## config.mk

```make
export PLATFORM = sky130hd
export DESIGN_NAME = seq_intt
export DESIGN_NICKNAME = d
export VERILOG_FILES = /design/src/rtl/seq_intt.sv
export SDC_FILE = /design/constraint.sdc
export NUM_CORES = 1
export LEC_CHECK = 0
export CAP_MARGIN = 20
export CORE_MARGIN = 2
export CORE_UTILIZATION = 47
export CTS_BUF_LIST = sky130_fd_sc_hd__clkbuf_16
export CTS_CLUSTER_DIAMETER = 40
export DETAILED_ROUTE_END_ITERATION = 10
export PLACE_DENSITY_LB_ADDON = 0.1
export RECOVER_POWER = 100
export REMOVE_ABC_BUFFERS = 1
export SLEW_MARGIN = 10
export SYNTH_ARGS = -nofsm -noshare
export SYNTH_HDL_FRONTEND = slang
export SYNTH_SLANG_ARGS = --single-unit
```

## constraint.sdc

```tcl
create_clock -name clk -period 41.7 [get_ports clk]
set_input_delay 4.17 -clock clk [delete_from_list [all_inputs] [get_ports clk]]
set_output_delay 4.17 -clock clk [all_outputs]
set_load 0.02 [all_outputs]
```

## src/rtl/seq_intt.sv

```systemverilog
`timescale 1ns/1ps
// Sequential inverse NTT: one multiply-accumulate term per cycle, then a
// per-output scale by N^-1; the result bus fills in progressively.
module seq_intt #(
  parameter int unsigned N     = 17,
  parameter int unsigned D     = 8,
  parameter int unsigned Q     = 137,
  parameter int unsigned W_INV = 38,
  parameter int unsigned N_INV = 129
) (
  input  logic           clk,
  input  logic           rst,
  input  logic           start,
  input  logic [D*N-1:0] an,
  output logic           busy,
  output logic           done,
  output logic [D*N-1:0] a
);

  localparam int unsigned PW = 2 * D;
  localparam int unsigned CW = $clog2(N + 1);

  typedef enum logic [1:0] {S_IDLE, S_MAC, S_SCALE, S_DONE} state_t;

  state_t        r_state;
  state_t        w_state_nxt;
  logic [CW-1:0] r_i;
  logic [CW-1:0] r_j;
  logic [D-1:0]  r_acc;
  logic [D-1:0]  r_tw;
  logic [D-1:0]  r_step;
  logic [D-1:0]  r_in  [N];
  logic [D-1:0]  r_res [N];
  logic          r_busy;
  logic          r_done;

  logic [D-1:0]  w_ai;
  logic [D-1:0]  w_acc_nxt;
  logic [D-1:0]  w_tw_nxt;
  logic [D-1:0]  w_step_nxt;
  logic [D-1:0]  w_scaled;
  logic [PW:0]   w_mac_sum;
  logic [PW-1:0] w_tw_prod;
  logic [PW-1:0] w_step_prod;
  logic [PW-1:0] w_scale_prod;

  // Modular arithmetic; the sum is one bit wider so inputs >= Q still fold correctly
  always_comb begin
    w_ai         = r_in[r_i];
    w_mac_sum    = (PW+1)'(r_acc) + ((PW+1)'(w_ai) * (PW+1)'(r_tw));
    w_acc_nxt    = D'(w_mac_sum % (PW+1)'(Q));
    w_tw_prod    = PW'(r_tw) * PW'(r_step);
    w_tw_nxt     = D'(w_tw_prod % PW'(Q));
    w_step_prod  = PW'(r_step) * PW'(W_INV);
    w_step_nxt   = D'(w_step_prod % PW'(Q));
    w_scale_prod = PW'(r_acc) * PW'(N_INV);
    w_scaled     = D'(w_scale_prod % PW'(Q));
  end

  always_comb begin
    w_state_nxt = r_state;
    case (r_state)
      S_IDLE:  if (start) w_state_nxt = S_MAC;
      S_MAC:   if (r_i == CW'(N - 1)) w_state_nxt = S_SCALE;
      S_SCALE: w_state_nxt = (r_j == CW'(N - 1)) ? S_DONE : S_MAC;
      S_DONE:  w_state_nxt = S_IDLE;
      default: w_state_nxt = S_IDLE;
    endcase
  end

  // Status flags are decoded from the next state so they line up with it
  always_ff @(posedge clk or posedge rst) begin
    if (rst) begin
      r_state <= S_IDLE;
      r_busy  <= 1'b0;
      r_done  <= 1'b0;
    end else begin
      r_state <= w_state_nxt;
      r_busy  <= (w_state_nxt == S_MAC) || (w_state_nxt == S_SCALE);
      r_done  <= (w_state_nxt == S_DONE);
    end
  end

  always_ff @(posedge clk or posedge rst) begin
    if (rst) begin
      r_i    <= '0;
      r_j    <= '0;
      r_acc  <= '0;
      r_tw   <= '0;
      r_step <= '0;
      for (int k = 0; k < int'(N); k++) begin
        r_in[k]  <= '0;
        r_res[k] <= '0;
      end
    end else begin
      case (r_state)
        S_IDLE: begin
          if (start) begin
            for (int k = 0; k < int'(N); k++) r_in[k] <= an[D*k +: D];
            r_i    <= '0;
            r_j    <= '0;
            r_acc  <= '0;
            r_tw   <= D'(1);
            r_step <= D'(1);
          end
        end
        S_MAC: begin
          r_acc <= w_acc_nxt;
          r_tw  <= w_tw_nxt;
          r_i   <= r_i + CW'(1);
        end
        S_SCALE: begin
          r_res[r_j] <= w_scaled;
          r_step     <= w_step_nxt;
          r_acc      <= '0;
          r_tw       <= D'(1);
          r_i        <= '0;
          r_j        <= r_j + CW'(1);
        end
        default: ;
      endcase
    end
  end

  assign busy = r_busy;
  assign done = r_done;

  for (genvar g = 0; g < int'(N); g++) begin : g_out
    assign a[D*g +: D] = r_res[g];
  end

endmodule

```

# Word level (Yosys, flattened, before mapping)
# Cells that the tools add are included.
# Widths: inputs -> output; s select.
[totals] regBits=310 in_bits=139 output_inout_bits=138 wordCells=93
[classes] n_addsub=3 mul=4 n_div=4 magnitude_cmp=3 eq_ne=9 muxes=18 n_bitwise=2 n_reduce_logical=8
[op_table] op="$bwmux 136" count=1
[op_table] op="$pmux 8 s3" count=2
[op_table] op="$bmux 8 s5" count=1
[op_table] op="$demux 8 s5" count=1
[op_table] op="$mux 8" count=5
[op_table] op="$mod 16x8->16 const B" count=2
[op_table] op="$mul 8x8->16" count=2
[op_table] op="$add 8x16->17" count=1
[op_table] op="$mod 17x8->17 const B" count=1
[op_table] op="$mod 14x8->16 const B" count=1
[op_table] op="$mul 8x8->16 const B" count=1
[op_table] op="$pmux 8 s2" count=1
[op_table] op="$pmux 5 s3" count=1
[op_table] op="$mul 8x5->13 const B" count=1
[op_table] op="$ge 6x6->1 const B" count=2
[op_table] op="$not 5->6" count=2
[op_table] op="$add 5x1->5 const B" count=2
[op_table] op="$eq 5x5->1 const B" count=2
[op_table] op="$pmux 5 s2" count=1
[op_table] op="$eq 2x2->1 const B" count=4
[op_table] op="$pmux 2 s4" count=1
[op_table] op="$lt 6x1->1 const B" count=1
[op_table] op="$mux 2" count=3
[op_table] op="$reduce_and 2->1" count=3
[op_table] op="other kinds (8)" count=9

# Longest topological paths before layout
# Gate-level depths: netlist (run 1).
[depth] depth_word=8 depth_mapped=57 mapped_depth_nobuf=52

# Worst setup path after synthesis (run 1)
# OpenSTA, ideal clock, no wires.
[synth_path] path_kind="reg-to-reg" start="register r_i[0]" end="register r_acc[5]" setup_ns=0.122 arrival_ns=14.641 t_required_ns=41.578 path_slack_ns=26.937 path_stages_with_launch=50 path_buffers=3 period_less_slack_ns=14.763 path_cell_list="dfrtp_1 -> clkbuf_1 -> buf_1 -> mux4_2 -> mux4_2 -> a22oi_1 -> nand2b_1 -> fa_1 -> fa_1 -> inv_1 -> fa_1 -> inv_1 -> fa_1 -> inv_1 -> ha_1 -> and2_4 -> a221oi_2 -> a21oi_1 -> (+14 left out) -> mux2i_2 -> o31a_1 -> o32ai_1 -> a21oi_1 -> a41oi_4 -> or4b_1 -> a31oi_1 -> nor3b_2 -> nor3_1 -> or4b_1 -> o211ai_2 -> xnor2_1 -> ha_1 -> inv_1 -> a21oi_2 -> o21ai_2 -> or3_1 -> a32o_1"
[synth_via] elab_chain_len=8
[synth_lines] element="start, declared" line_no="27" rtl="logic [CW-1:0] r_i;"
[synth_lines] element="start signal, assigned" line_no="110" rtl="r_i <= r_i + CW'(1);"
[synth_lines] element="$not 5->6 (implied by the code)" line_no="49" rtl="w_ai = r_in[r_i];"
[synth_lines] element="$bmux 8 s5" line_no="49"
[synth_lines] element="$mux 8 (implied by the code) (2 in a row)" line_no="49"
[synth_lines] element="$mul 8x8->16" line_no="50" rtl="w_mac_sum = (PW+1)'(r_acc) + ((PW+1)'(w_ai) * (PW+1)'(r_tw));"
[synth_lines] element="$add 8x16->17" line_no="50"
[synth_lines] element="$mod 17x8->17" line_no="51" rtl="w_acc_nxt = D'(w_mac_sum % (PW+1)'(Q));"
[synth_lines] element="$pmux 8 s3" line_no="96" rtl="case (r_state)"
[synth_lines] element="end signal, assigned" line_no="108" rtl="r_acc <= w_acc_nxt;"
[synth_lines] element="end, declared" line_no="29" rtl="logic [D-1:0] r_acc;"
# No other way between the ends. The select of a mux whose other input is x is not followed.
# A chain may end at the register's enable or synchronous reset.

# Worst setup path in the final report (run 1)
[layout_path] start="register r_i[0]" end="register r_acc[4]"
# Same word-level chain as after synthesis.

==> impl_results.md, run 1 <==
- Status: finished with violations
- Max Buffers Root-to-Sink: 3
- Final HPWL DP: a little under 70,000 um
- Clk sinks: 310
- Core area: about 60,000 um^2
- Peak Freq: 0.0517 GHz
- Worst-path fanout max: 38
- Starting density of the core: approximately 48%
- Pins over their slew limit: 537
- Die X: 251 um
- Root buffer cell: clkbuf_16
- Post-DRT Antenna Nets: 0
- Gr busiest metal: met2
- Synthesized flop and latch total: 310
- Final GP Congestion: 0.935
- Delay-heaviest family, CP: compound AO/OA/AOI/OAI gates
- Post_cts resized: 0
- Grt met1 use: 40.3%
- # nets final: 3,800
- Placement Cell Area: 32,100 um^2
- Die Ht: about 250 um
- Fin Clk Skew: 58.2 ps
- Post-CTS Hold Fix Bufs: 0
- Cells after synthesis: 3,231
- Met2 Use GR: 42.8%
- RSZ-0062 raised after global routing: false
- M3 GR Usage: 6.60%
- Req. time, crit path: around 42,000 ps
- Worst Path Buf+Inv: 5
- H-tree depth: 2
- Cell area after layout: 33,500 um^2
- Dpl cells: 4,182
- Die Area: between 60,000 and 70,000 um^2
- Final worst path period need: 19,320 ps
- CP startpoint kind: flop
- Setup Viol. Count Final: 0
- CTS clk-pin slew, worst paths: roughly 60 ps
- Clock Latency Late Sink: 600 ps
- Compound-gate portion of the synthesized area: between 20% and 30%
- Pin count of the biggest net entering global routing: ~170
- Number of synthesized flops with an enable pin: 0
- Failing checks: capacitance limit, slew limit
- Grt ovf: 0
- TritonCTS clock tree: yes
- DR WL/cell: 20.9 um
- First-pass GRT wire length: 142,000 um
- Worst path depth: 46
- Vias in the first global route: 25,500
- Crit-path max cell delay: 1980 ps
- Post-Synth XOR/XNOR Area: 5.24%
- Yosys warns: 0
- Initial DRC count: about 1,900
- Mux contribution to synthesized area: 10.9%
- Setup_tns: 0 ps
- Post-CTS Setup Bufs: 0
- Vias/cell: 6.15
- Std cell rows: 90
- Area grow syn2layout: 16.8%
- Hold depth: 2
- Worst-case reg-to-reg path depth: 46
- DRC viols: 0
- Layout Cells excl Fill: between 4,000 and 5,000
- Detailed Routing Iterations Pass 1: 6
- CTS Buf Count: 45
- Top_reg_cell synth: dfrtp_1
- Crit Path Class: flop to flop
- Main combinational cell family by area after synthesis: compound AO/OA/AOI/OAI gates
- Slew HR: -470%
- Detailed Route WL: roughly 90,000 um
- Post-Synth Adder-Cell Area: a little under an eighth
- Port Buf Inserts: 276
- IO Count: 277
- GR Util All Layers: approximately 28%
- Hold Vio Cnt, Final: 0
- Post-synthesis sequential area ratio: a little over a quarter
- Max Cap Viol: 7
- Post-synth ARST share: 100%
- Min Hold Slack: approximately 470 ps
- Syn Area/Cell: around 8.9 um^2
- Final worst-path cycle share: 46.3%
- Post-Syn Area: between 20,000 and 30,000 um^2
- Antenna violations before repair: 11
- Setup crit end kind: flop
- Commonest non-fill, non-tap cells in the layout: nand2_1, dfrtp_1, o21ai_0, inv_1, nor2_1
- Vias: 26,200
- Worst hold path type: flop to flop
- Simple logic cell fraction of the synthesized area: between 10% and 20%
- Worst slew pin tran: 8550 ps
- Most common cell after layout, fill and taps aside: nand2_1
- Critical Path AT: 19,810 ps
- Crit-path slowest cell: clkbuf_1
- Netlist cell types: approximately 130
- Layout cell share with drive strength beyond 1: between 10% and 20%
==> flip-flops by register name, summed over array words and instances (netlist names) <==
name and count:
busy 1, r_step 8, done 1, a 136, r_in 136, r_j 5, r_state 2, r_acc 8
r_tw 8, r_i 5
==> kinds of logic (layout without fill, tap and decap cells) <==
logic type	count (synthesis)	count (layout)
xor+xnor	169	169
simple gates	1058	1058
buf+inv	306	559
compound gates	927	927
other cells	0	3
fa+ha+maj	220	220
flops	310	310
mux	241	241
==> worst reg2reg max path: cells and delay by family (launching register included) <==
kind | cells | cell delay [ps]
simple gates | 4 | 610
buf+inv | 5 | 2200
compound gates | 25 | 9400
xor+xnor | 2 | 1330
fa+ha+maj | 5 | 2440
flops | 1 | 350
mux | 5 | 2880
==> layout make-up <==
cell class              count  area (um^2)
clock inverters            38          370
fillers                  5411        26900
multi-input cells        2615        19700
flip-flops and latches    310         7760
inverters                 185          696
well taps                 782          978
clock buffers              45         1130
repair buffers            291         2840
diodes                      3         7.51
==> per-layer routing <==
metal | routed length, um | part of all wire, %
met1 | 41500 | 46
met2 | 39400 | 44
met3 | 6790 | 7.6
met4 | 1590 | 1.8
met5 | 105 | 0.12
==> synth_stat cells (all sizes together) (29+ instances only) <==
library cell	count	share of area, %
nand2	372	4.9
a31oi	39	1.0
xnor2	116	3.6
a21o	36	0.94
xor2	53	1.7
nor2b	60	1.3
nor3	78	1.5
or3	37	0.82
fa	84	5.9
dfrtp	310	27
mux2i	35	1.2
and3	29	0.63
ha	129	5.6
clkbuf	99	1.3
a21oi	119	2.1
o31ai	39	1.1
inv	183	2.4
o211ai	40	1.1
o21ai	283	5.0
mux4	40	3.1
o21a	40	1.1
nand3	75	1.3
and2	54	1.2
mux2	166	6.5
nand2b	42	0.92
nor2	179	2.3
a211oi	36	1.0
==> worst paths after layout <==
kind                                   endpoint                from  slack, ps
setup / recovery           r_acc[4]$_DFFE_PP0P_  r_i[0]$_DFFE_PP0P_      22380
hold / removal                 a[4]$_DFFE_PP0P_    a[4]$_DFFE_PP0P_        470
setup reg to reg           r_acc[4]$_DFFE_PP0P_  r_i[0]$_DFFE_PP0P_      22380
hold reg to reg                a[4]$_DFFE_PP0P_    a[4]$_DFFE_PP0P_        470
max in group asynchronous    r_i[1]$_DFFE_PP0P_                 rst      24780
min in group asynchronous     a[98]$_DFFE_PP0P_                 rst       6030
==> stage by stage <==
step           setup slack, ps  util (%)
4_1_cts                  25120      55.7
6_report                 22380      55.5
3_5_place_dp             25140      53.2
5_1_grt                  20510      55.5
3_3_place_gp             25600      53.2
2_1_floorplan            26350         -
Power of run 1 is left out: the tool's default activity adds up to more than one toggle a clock period on the data nets, which glitch-free logic cannot reach.
==> inputs of run 2 (changes only) <==
==> constraint.sdc (replaced) <==
create_clock -name clk -period 16.4 [get_ports clk]
set_input_delay 1.64 -clock clk [delete_from_list [all_inputs] [get_ports clk]]
set_output_delay 1.64 -clock clk [all_outputs]
set_load 0.02 [all_outputs]
==> impl_results.md, run 2 (synthesis results as in run 1) <==
- Status: finished with violations (unchanged)
- Failing checks: capacitance limit, slew limit (unchanged)
- Grt ovf: 0 (unchanged)
- Worst r2r src: r_i[0]$_DFFE_PP0P_ (unchanged)
- Crit path top cell by count: inv_1
- Setup Viol. Count Final: 0 (unchanged)
- Crit path launch: r_i[0]$_DFFE_PP0P_ (unchanged)
- Layout cell share with drive strength beyond 1: 11.4% (was 10.6%)
- Fin Clk Skew: 66.9 ps (was 58.2 ps)
- H-tree depth: 2 (unchanged)
- Peak Freq: 0.0645 GHz (was 0.0517 GHz)
- Placement Cell Area: 32,200 um^2 (was 32,100 um^2)
- Cell area after layout: 33,800 um^2 (was 33,500 um^2)
- Critical path endpoint: r_acc[5]$_DFFE_PP0P_ (was r_acc[4]$_DFFE_PP0P_)
- Worst hold path type: flop to flop (unchanged)
- Vias in the first global route: 25,500 (about the same)
- Starting density of the core: 47.5% (unchanged)
- Pin count of the biggest net entering global routing: 179 (was 169)
- Post-DRT Antenna Nets: 0 (unchanged)
- Clock Latency Late Sink: 590 ps (was 600 ps)
- Antenna violations before repair: 13 (was 11)
- Area grow syn2layout: 17.8% (was 16.8%)
- DRC viols: 0 (unchanged)
- R2r endpoint: r_acc[5]$_DFFE_PP0P_ (was r_acc[4]$_DFFE_PP0P_)
- Max Buffers Root-to-Sink: 3 (unchanged)
- Detailed Routing Iterations Pass 1: 7 (was 6)
- Placement Setup Slack: 364 ps (was 25,140 ps)
- CTS clk-pin slew, worst paths: 60 ps (about the same)
- Crit-path max cell delay: 620 ps (was 1980 ps)
- CTS Buf Count: 42 (was 45)
- Reg-to-reg slack, setup: 890 ps (was 22,380 ps)
- Root buffer cell: clkbuf_16 (unchanged)
- Final WS setup: 889 ps (was 22,380 ps)
- Commonest non-fill, non-tap cells in the layout: nand2_1, dfrtp_1, o21ai_0, inv_1, nor2_1 (unchanged)
- CP startpoint kind: flop (unchanged)
- TritonCTS clock tree: yes (unchanged)
- Clk sinks: 310 (unchanged)
- Crit-path slowest cell: dfrtp_4 (was clkbuf_1)
- Vias: 26,300 (was 26,200)
- Max Cap Viol: 5 (was 7)
- DR WL/cell: 20.6 um (was 20.9 um)
- # nets final: 3,813 (was 3,800)
- Crit Path Class: flop to flop (unchanged)
- Final GP Congestion: 0.886 (was 0.935)
- Initial DRC count: 2,015 (was 1,948)
- Slew HR: -313% (was -470%)
- IO Count: 277 (unchanged)
- Hold Vio Cnt, Final: 0 (unchanged)
- Worst-case reg-to-reg path depth: 48 (was 46)
- Vias/cell: 6.15 (about the same)
- Final HPWL DP: 67,200 um (was 68,600 um)
- Die Ht: 251 um (unchanged)
- Worst slew pin tran: 6160 ps (was 8550 ps)
- Req. time, crit path: 16,880 ps (was 42,180 ps)
- First-pass GRT wire length: 141,000 um (was 142,000 um)
- Die Area: 63,000 um^2 (unchanged)
- Worst-path fanout max: 15 (was 38)
- Critical Path AT: 15,990 ps (was 19,810 ps)
- Core area: 60,400 um^2 (unchanged)
- Setup_tns: 0 ps (unchanged)
- Final worst-path cycle share: 94.6% (was 46.3%)
- Std cell rows: 90 (unchanged)
- Post-CTS Hold Fix Bufs: 0 (unchanged)
- Most common cell after layout, fill and taps aside: nand2_1 (unchanged)
- GR Util All Layers: 27.4% (was 28.0%)
- Die X: 251 um (unchanged)
- Final worst path period need: 15,510 ps (was 19,320 ps)
- Setup crit end kind: flop (unchanged)
- Detailed Route WL: 88,100 um (was 89,400 um)
- Pins over their slew limit: 319 (was 537)
- Port Buf Inserts: 276 (unchanged)
==> run 2: what timing repair did <==
action,in CTS,in global routing
gates resized for setup,0,29
endpoints found under the setup margin,0,15
setup buffers,0,2
==> run 2: cell type report <==
type / count / area (um^2)
Fill cell: 5354 / 26600
Multi-Input combinational cell: 2615 / 19900
Sequential cell: 310 / 7770
Timing Repair Buffer: 307 / 2990
Clock buffer: 42 / 1050
Tap cell: 782 / 978
Inverter: 185 / 696
Clock inverter: 33 / 392
Antenna cell: 4 / 10.0
==> run 2: layer usage <==
metal	part of all wire [%]	vias up	wire length (um)	global-route usage [%]
li1	-	12400	-	-
met1	44	12900	38900	37.7
met2	46	885	40800	44.6
met3	7.8	125	6880	6.20
met4	1.6	20	1370	4.98
met5	0.15	-	128	0
==> run 2: worst min-delay path by stage <==
stage	from	end	slack, ps	cells past startpoint
after global routing	a[120]$_DFFE_PP0P_	a[120]$_DFFE_PP0P_	510	2
after detailed placement	a[134]$_DFFE_PP0P_	a[134]$_DFFE_PP0P_	470	2
after floorplan	r_in[112]$_DFFE_PP0P_	r_in[112]$_DFFE_PP0P_	470	1
final	a[96]$_DFFE_PP0P_	a[96]$_DFFE_PP0P_	470	2
after global placement	a[123]$_DFFE_PP0P_	a[123]$_DFFE_PP0P_	460	2
after CTS	a[83]$_DFFE_PP0P_	a[83]$_DFFE_PP0P_	480	2
==> run 2: metrics by stage <==
stage	hold slack, ps	cells	util, %
after floorplan	474	3110	-
after global placement	462	4196	53.4
after detailed placement	469	4196	53.4
after CTS	481	4271	55.8
after global routing	506	4274	56.0
final	471	4278	56.0
==> run 2: worst max-delay path: cells and delay by family (launching register included) <==
family	cells	cell delay, ps
multiplexers	3	1430
buffers and inverters	6	440
AO/OA/AOI/OAI	24	7300
flip-flops	1	620
XOR/XNOR	3	990
AND/OR/NAND/NOR	6	1890
adder cells (fa/ha/maj)	6	2710
Power of run 2 is left out for the same reason.
